`src/rtl/mul_dec_scheduler.sv`:
```
// rtl/mul_dec_scheduler.sv - packs mixed-precision multiply requests onto a shared decomposable 32x32 multiplier
//
// pe_pkg          : precision mode encodings shared with the PE datapath.
// mul_dec_32x32   : combinational 32x32 multiplier built from 16 8x8 partial
//                   products; mode selects which partials contribute so one
//                   array yields 1x64b, 2x32b or 4x16b products.
// mul_dec_scheduler ports:
//   clk, rst                 clock, synchronous active-high reset
//   in_valid/in_ready        request handshake (in_ready combinational on in_mode)
//   in_mode, in_a, in_b      precision and LSB-aligned operands
//   in_tag                   request tag, returned with its product
//   in_flush                 force issue of a partially filled pack buffer
//   out_valid/out_ready      packed result handshake
//   out_mode, out_count      precision and number of valid slots of the issue
//   out_data, out_tags       packed products and per-slot tags (unused slots 0)
//   busy                     pack buffer or any pipeline stage occupied
//   err_mode                 sticky flag for accepted requests with illegal mode

package pe_pkg;
    localparam int PRECISION_CONFIG_L = 2;
    localparam logic [PRECISION_CONFIG_L-1:0] PRECISION_CONFIG_32B = 2'd0;
    localparam logic [PRECISION_CONFIG_L-1:0] PRECISION_CONFIG_16B = 2'd1;
    localparam logic [PRECISION_CONFIG_L-1:0] PRECISION_CONFIG_8B  = 2'd2;
endpackage

module mul_dec_32x32 (
    input  logic [pe_pkg::PRECISION_CONFIG_L-1:0] mode,
    input  logic [31:0]                           a,
    input  logic [31:0]                           b,
    output logic [63:0]                           p
);
    import pe_pkg::*;

    logic [15:0] pp;
    logic        en;

    // Partial a_byte[i]*b_byte[j] carries weight 2^(8*(i+j)). Keeping only the
    // partials inside one lane leaves each lane's product at its packed
    // position: halves land at bit 0/32, quarters at bit 16*k.
    always_comb begin
        p  = '0;
        pp = '0;
        en = 1'b0;
        for (int i = 0; i < 4; i++) begin
            for (int j = 0; j < 4; j++) begin
                pp = a[8*i +: 8] * b[8*j +: 8];
                case (mode)
                    PRECISION_CONFIG_32B: en = 1'b1;
                    PRECISION_CONFIG_16B: en = ((i / 2) == (j / 2));
                    PRECISION_CONFIG_8B:  en = (i == j);
                    default:              en = 1'b0;
                endcase
                if (en) begin
                    p = p + ({48'd0, pp} << (8 * (i + j)));
                end
            end
        end
    end
endmodule

module mul_dec_scheduler #(
    parameter int TAG_W         = 6,
    parameter int FLUSH_TIMEOUT = 4
) (
    input  logic                                  clk,
    input  logic                                  rst,
    input  logic                                  in_valid,
    output logic                                  in_ready,
    input  logic [pe_pkg::PRECISION_CONFIG_L-1:0] in_mode,
    input  logic [31:0]                           in_a,
    input  logic [31:0]                           in_b,
    input  logic [TAG_W-1:0]                      in_tag,
    input  logic                                  in_flush,
    output logic                                  out_valid,
    input  logic                                  out_ready,
    output logic [pe_pkg::PRECISION_CONFIG_L-1:0] out_mode,
    output logic [2:0]                            out_count,
    output logic [63:0]                           out_data,
    output logic [4*TAG_W-1:0]                    out_tags,
    output logic                                  busy,
    output logic                                  err_mode
);
    import pe_pkg::*;

    typedef enum logic [1:0] {ST_IDLE, ST_FILL, ST_STALL} state_t;

    localparam logic [7:0] TIMEOUT_V = 8'(FLUSH_TIMEOUT);

    state_t state_q, state_d;

    // pack buffer
    logic [PRECISION_CONFIG_L-1:0] buf_mode, buf_mode_d;
    logic [2:0]                    buf_count, buf_count_d, base_count;
    logic [31:0]                   buf_a, buf_a_d, buf_b, buf_b_d;
    logic [4*TAG_W-1:0]            buf_tags, buf_tags_d;
    logic [31:0]                   a_lane, b_lane;
    logic [4*TAG_W-1:0]            tag_lane;
    logic [7:0]                    idle_cnt;
    logic                          rst_q;
    logic                          err_q;

    // stage 1: operands feeding the multiplier
    logic                          s1_valid;
    logic [PRECISION_CONFIG_L-1:0] s1_mode;
    logic [2:0]                    s1_count;
    logic [31:0]                   s1_a, s1_b;
    logic [4*TAG_W-1:0]            s1_tags;

    // stage 2: registered products
    logic                          s2_valid;
    logic [PRECISION_CONFIG_L-1:0] s2_mode;
    logic [2:0]                    s2_count;
    logic [63:0]                   s2_data;
    logic [4*TAG_W-1:0]            s2_tags;

    logic [63:0] mul_p;

    logic mode_legal, buf_nonempty, buf_full, mode_conflict, timeout_hit;
    logic issue_cond, issue_fire, s1_advance, s1_free;
    logic accept, accept_op;

    function automatic logic [2:0] cap_of(input logic [PRECISION_CONFIG_L-1:0] m);
        case (m)
            PRECISION_CONFIG_16B: return 3'd2;
            PRECISION_CONFIG_8B:  return 3'd4;
            default:              return 3'd1;
        endcase
    endfunction

    mul_dec_32x32 u_mul (
        .mode (s1_mode),
        .a    (s1_a),
        .b    (s1_b),
        .p    (mul_p)
    );

    assign mode_legal    = (in_mode == PRECISION_CONFIG_32B) ||
                           (in_mode == PRECISION_CONFIG_16B) ||
                           (in_mode == PRECISION_CONFIG_8B);
    assign buf_nonempty  = (buf_count != 3'd0);
    assign buf_full      = (buf_count == cap_of(buf_mode));
    // An illegal request is dropped without touching the buffer, so it never
    // forces the current pack out.
    assign mode_conflict = buf_nonempty && in_valid && mode_legal && (in_mode != buf_mode);
    assign timeout_hit   = buf_nonempty && (idle_cnt == TIMEOUT_V);
    assign issue_cond    = buf_full || mode_conflict || timeout_hit || (in_flush && buf_nonempty);
    assign s1_advance    = !s2_valid || out_ready;
    assign s1_free       = !s1_valid || s1_advance;
    assign issue_fire    = issue_cond && s1_free;

    // rst_q keeps the request port closed for the first cycle after reset.
    assign in_ready  = !rst && !rst_q && ((!buf_full && !mode_conflict) || issue_fire);
    assign accept    = in_valid && in_ready;
    assign accept_op = accept && mode_legal;

    always_comb begin
        // An issuing buffer is vacated this cycle, so a same-cycle accept
        // starts over at slot 0.
        base_count  = issue_fire ? 3'd0 : buf_count;
        buf_a_d     = issue_fire ? 32'd0 : buf_a;
        buf_b_d     = issue_fire ? 32'd0 : buf_b;
        buf_tags_d  = issue_fire ? '0 : buf_tags;
        buf_mode_d  = buf_mode;
        buf_count_d = base_count;
        a_lane      = '0;
        b_lane      = '0;
        case (in_mode)
            PRECISION_CONFIG_32B: begin
                a_lane = in_a;
                b_lane = in_b;
            end
            PRECISION_CONFIG_16B: begin
                a_lane = {16'd0, in_a[15:0]} << {base_count[0], 4'd0};
                b_lane = {16'd0, in_b[15:0]} << {base_count[0], 4'd0};
            end
            PRECISION_CONFIG_8B: begin
                a_lane = {24'd0, in_a[7:0]} << {base_count[1:0], 3'd0};
                b_lane = {24'd0, in_b[7:0]} << {base_count[1:0], 3'd0};
            end
            default: begin
                a_lane = '0;
                b_lane = '0;
            end
        endcase
        tag_lane = {{(3*TAG_W){1'b0}}, in_tag} << (TAG_W * int'(base_count[1:0]));
        if (accept_op) begin
            buf_mode_d  = in_mode;
            buf_count_d = base_count + 3'd1;
            buf_a_d     = buf_a_d | a_lane;
            buf_b_d     = buf_b_d | b_lane;
            buf_tags_d  = buf_tags_d | tag_lane;
        end

        if (buf_count_d == 3'd0) begin
            state_d = ST_IDLE;
        end else if (issue_cond && !issue_fire) begin
            state_d = ST_STALL;
        end else begin
            state_d = ST_FILL;
        end
    end

    always_ff @(posedge clk) begin
        rst_q <= rst;
        if (rst) begin
            state_q   <= ST_IDLE;
            buf_mode  <= PRECISION_CONFIG_32B;
            buf_count <= 3'd0;
            buf_a     <= '0;
            buf_b     <= '0;
            buf_tags  <= '0;
            idle_cnt  <= '0;
            err_q     <= 1'b0;
            s1_valid  <= 1'b0;
            s1_mode   <= PRECISION_CONFIG_32B;
            s1_count  <= 3'd0;
            s1_a      <= '0;
            s1_b      <= '0;
            s1_tags   <= '0;
            s2_valid  <= 1'b0;
            s2_mode   <= PRECISION_CONFIG_32B;
            s2_count  <= 3'd0;
            s2_data   <= '0;
            s2_tags   <= '0;
        end else begin
            state_q   <= state_d;
            buf_mode  <= buf_mode_d;
            buf_count <= buf_count_d;
            buf_a     <= buf_a_d;
            buf_b     <= buf_b_d;
            buf_tags  <= buf_tags_d;

            if (issue_fire || accept_op) begin
                idle_cnt <= '0;
            end else if (buf_nonempty && (idle_cnt != 8'hFF)) begin
                idle_cnt <= idle_cnt + 8'd1;
            end

            if (accept && !mode_legal) begin
                err_q <= 1'b1;
            end

            if (issue_fire) begin
                s1_valid <= 1'b1;
                s1_mode  <= buf_mode;
                s1_count <= buf_count;
                s1_a     <= buf_a;
                s1_b     <= buf_b;
                s1_tags  <= buf_tags;
            end else if (s1_advance) begin
                s1_valid <= 1'b0;
            end

            // Empty slots carry zero operands, so their product lanes are
            // already zero in mul_p.
            if (s1_advance) begin
                s2_valid <= s1_valid;
                s2_mode  <= s1_mode;
                s2_count <= s1_valid ? s1_count : 3'd0;
                s2_data  <= s1_valid ? mul_p : 64'd0;
                s2_tags  <= s1_valid ? s1_tags : '0;
            end
        end
    end

    assign out_valid = s2_valid;
    assign out_mode  = s2_mode;
    assign out_count = s2_count;
    assign out_data  = s2_data;
    assign out_tags  = s2_tags;
    assign busy      = (state_q != ST_IDLE) || s1_valid || s2_valid;
    assign err_mode  = err_q;
endmodule

```
`config.mk`:
```
export PLATFORM = sky130hd
export DESIGN_NAME = mul_dec_scheduler
export DESIGN_NICKNAME = d
export VERILOG_FILES = /design/src/rtl/mul_dec_scheduler.sv
export SDC_FILE = /design/constraint.sdc
export NUM_CORES = 2
export LEC_CHECK = 0
export BUFFER_PORTS_ARGS = -buffer_cell sky130_fd_sc_hd__buf_4
export CAP_MARGIN = 40
export CORE_UTILIZATION = 29
export DETAILED_ROUTE_END_ITERATION = 6
export GPL_TIMING_DRIVEN = 0
export HOLD_SLACK_MARGIN = 0.15
export PLACE_DENSITY = 0.51
export SLEW_MARGIN = 25
export SYNTH_ARGS = -nofsm -noshare
export SYNTH_HDL_FRONTEND = slang
export SYNTH_HIERARCHICAL = 1
export SYNTH_SLANG_ARGS = --single-unit
```
`constraint.sdc`:
```
create_clock -name clk -period 58.5 [get_ports clk]
set_input_delay 5.85 -clock clk [delete_from_list [all_inputs] [get_ports clk]]
set_output_delay 5.85 -clock clk [all_outputs]
set_load 0.01 [all_outputs]
```
==> results.sh <==
export IMPL_status="finished clean"
export IMPL_post_cts_buffers=0
export IMPL_cp_required_ps=59070
export IMPL_yosysTopAreaCell="fa_1"
export IMPL_layout_setup_ws_ps=30490
export IMPL_layout_cells_most_common="nand2_1"
export IMPL_synth_main_ff_cell="dfxtp_1"
export IMPL_clkTransAtPathRegs_ps=60
export IMPL_yosys_register_bits=293
export IMPL_synth_top_area_share_pct=21.1
export IMPL_crit_path_frequent_cell="a21oi_1"
export IMPL_syn_inst=7002
export IMPL_cts_buffer_depth=3
export IMPL_combinationalPowerShare_pct=12.7
export IMPL_num_vias=50044
export IMPL_clock_sinks=293
export IMPL_fin_tns_setup_ps=0
export IMPL_slew_headroom_pct=35.3
export IMPL_critPathSlowestCell="xor2_1"
export IMPL_synthDistinctLibCells=113
export IMPL_groute_usage_overall_pct=21.8
export IMPL_post_route_drc_count=0
export IMPL_yosysWarnings=6
export IMPL_place_detailed_hpwl_um=186000
export IMPL_pwr_share_clk_pct=44.6
export IMPL_async_reset_ff_share_pct=0
export IMPL_coreArea_um2=193000
export IMPL_gr_total_overflow=0
export IMPL_seqCellArea_um2=5870
export IMPL_fp_dieH_um=442
export IMPL_hold_viol=0
export IMPL_tightest_slew_ps=970
export IMPL_fin_nets=8738
export IMPL_period_needed_ps=28010
export IMPL_grt_max_degree=15
export IMPL_syn_cell_area_um2=56200
export IMPL_dieArea_um2=195000
export IMPL_pre_cts_slack_ps=31150
export IMPL_area_growth_pct=11.6
export IMPL_portBuffers=172
export IMPL_fin_crit_sh_pct=47.9
export IMPL_fp_row_count=161
export IMPL_wl_per_cell_um=22.1
export IMPL_cts_max_level=1
export IMPL_cts_buffers=31
export IMPL_start_util_pct=29.2
export IMPL_insertion_delay_ps=650
export IMPL_grt_pass1_vias=49915
export IMPL_yosys_top_cells_area="fa_1 21%, ha_1 18%, dfxtp_1 10%"
export IMPL_die_width_um=442
export IMPL_maxCapViolCount=0
export IMPL_cts_tree="yes"
export IMPL_ctsResizeCount=0
export IMPL_antenna_found_initial=31
export IMPL_synth_edf_count=0
export IMPL_cts_hold_buf=0
export IMPL_viasPerCell=5.08
export IMPL_io_pins=174
export IMPL_n_fill_cell=20650
export IMPL_startpoint_type="flip-flop"
export IMPL_rsz0062_at_grt="no"
export IMPL_path_class="reg2reg"
export IMPL_worstPathArrival_ps=28580
export IMPL_slowest_delay_ps=780
export IMPL_dr_first_iter_drc_count=3359
export IMPL_grt_pass1_wl_um=321000
export IMPL_final_cell_mix="935 x nand2_1, 869 x inv_1, 787 x ha_1"
export IMPL_internal_power_uw=341
export IMPL_finalSetupViolCount=0
export IMPL_seq_area_frac_synth_pct=10.4
export IMPL_crit_path_end_kind="flip-flop"
export IMPL_power_frac_seq_pct=42.7
export IMPL_leakage_uw=0.0311
export IMPL_timing_fmax_mhz=35.7
export IMPL_ant_nets=0
export IMPL_peakVddDrop_mv=0.0240
export IMPL_drive_gt1_share_pct=6.13
export IMPL_crit_fanout=10
export IMPL_fin_skew_ps=18.8
export IMPL_multiInputGateArea_um2=45700
export IMPL_synth_area_per_cell_um2=8.02
export IMPL_root_buffer="clkbuf_16"
export IMPL_p_switching_uw=141
export IMPL_routabilityCongestion=0.963
export IMPL_drtPass1Iterations=6
export IMPL_swShare_pct=29.3
export IMPL_p_per_area_nw_per_um2=7.69
export IMPL_hold_class="reg2reg"
export IMPL_report_final_slew_viol_count=0
export IMPL_routed_wl_um=218000
[worst max-delay path, delay by kind of cell, from the launching register on]
| family | cells | cell delay, ps |
|---|---|---|
| fa+ha+maj | 19 | 7340 |
| flops | 1 | 670 |
| simple gates | 32 | 5240 |
| compound gates | 47 | 9890 |
| xor+xnor | 13 | 3360 |
| buf+inv | 9 | 1410 |
[Yosys cell counts (125+ instances only)]
library cell and n:
and2_1 666, nand3_1 143, clkbuf_1 284, a21o_1 125, o21ai_0 244, dfxtp_1 293, a21oi_1 464, ha_1 787
xnor2_1 298, inv_1 869, fa_1 591, nor2_1 282, nand2_1 935
[final cells by class]
type	count	share of cell area [%]
clock inverters	18	0.349
multi-input cells	5495	72.9
flip-flops and latches	293	9.36
well taps	2526	5.04
diodes	23	0.0918
plain buffers	350	2.30
repair buffers	243	3.42
clock buffers	39	1.38
inverters	869	5.20
[stage by stage]
step	instances	utilization, %	hold slack (ps)	area, um2	power, uW
2_1_floorplan	7007	-	415	56200	239
3_3_place_gp	9705	31.5	441	60700	269
3_5_place_dp	9766	31.9	443	61400	271
4_1_cts	9823	32.5	452	62500	487
5_1_grt	9833	32.5	469	62600	500
6_report	9856	32.6	445	62700	482
[cells by family after synthesis]
group                    count (synthesis)  synth area share [%]
AO/OA/AOI/OAI                         1302                  14.9
flip-flops                             293                  10.4
multiplexers                            17                 0.323
adder cells (fa/ha/maj)               1379                  38.6
buffers and inverters                 1219                  8.29
XOR/XNOR                               422                  6.58
AND/OR/NAND/NOR                       2369                  20.8
other                                    1               0.00667
[worst paths after layout]
check	to	slack [ps]	start	cells past startpoint
worst min register to register	buf_a[10]	450	buf_a[10]	2
worst max-delay path	out_data[60]	30490	s1_b[3]	120
worst min-delay path	buf_a[10]	450	buf_a[10]	2
worst max register to register	out_data[60]	30490	s1_b[3]	120
[state kept, by name, indices dropped and copies added (netlist names), 3 cells and up]
signal     flops
idle_cnt       8
buf_a         32
s1_b          32
buf_tags      24
out_count      3
s1_a          32
s1_count       3
s1_tags       24
out_data      64
out_tags      24
buf_b         32
buf_count      3
[power groups by stage]
stage / Combinational, uW / Sequential (uW) / Clock, uW
global route: 65.1 / 206 / 229
global placement: 59.1 / 210 / 0
CTS: 60.9 / 206 / 221
floorplan: 30.7 / 208 / 0
detailed placement: 60.7 / 210 / 0
finish: 61.2 / 206 / 215
[per-layer routing]
metal / vias up / track usage, % / wire (um)
met2: 1596 / 34.8 / 96100
li1: 23557 / - / -
met1: 24565 / 29.6 / 97700
met5: - / 0 / 47
met4: 8 / 8.37 / 9750
met3: 318 / 3.35 / 14700
(Power assumes the default switching activity.)
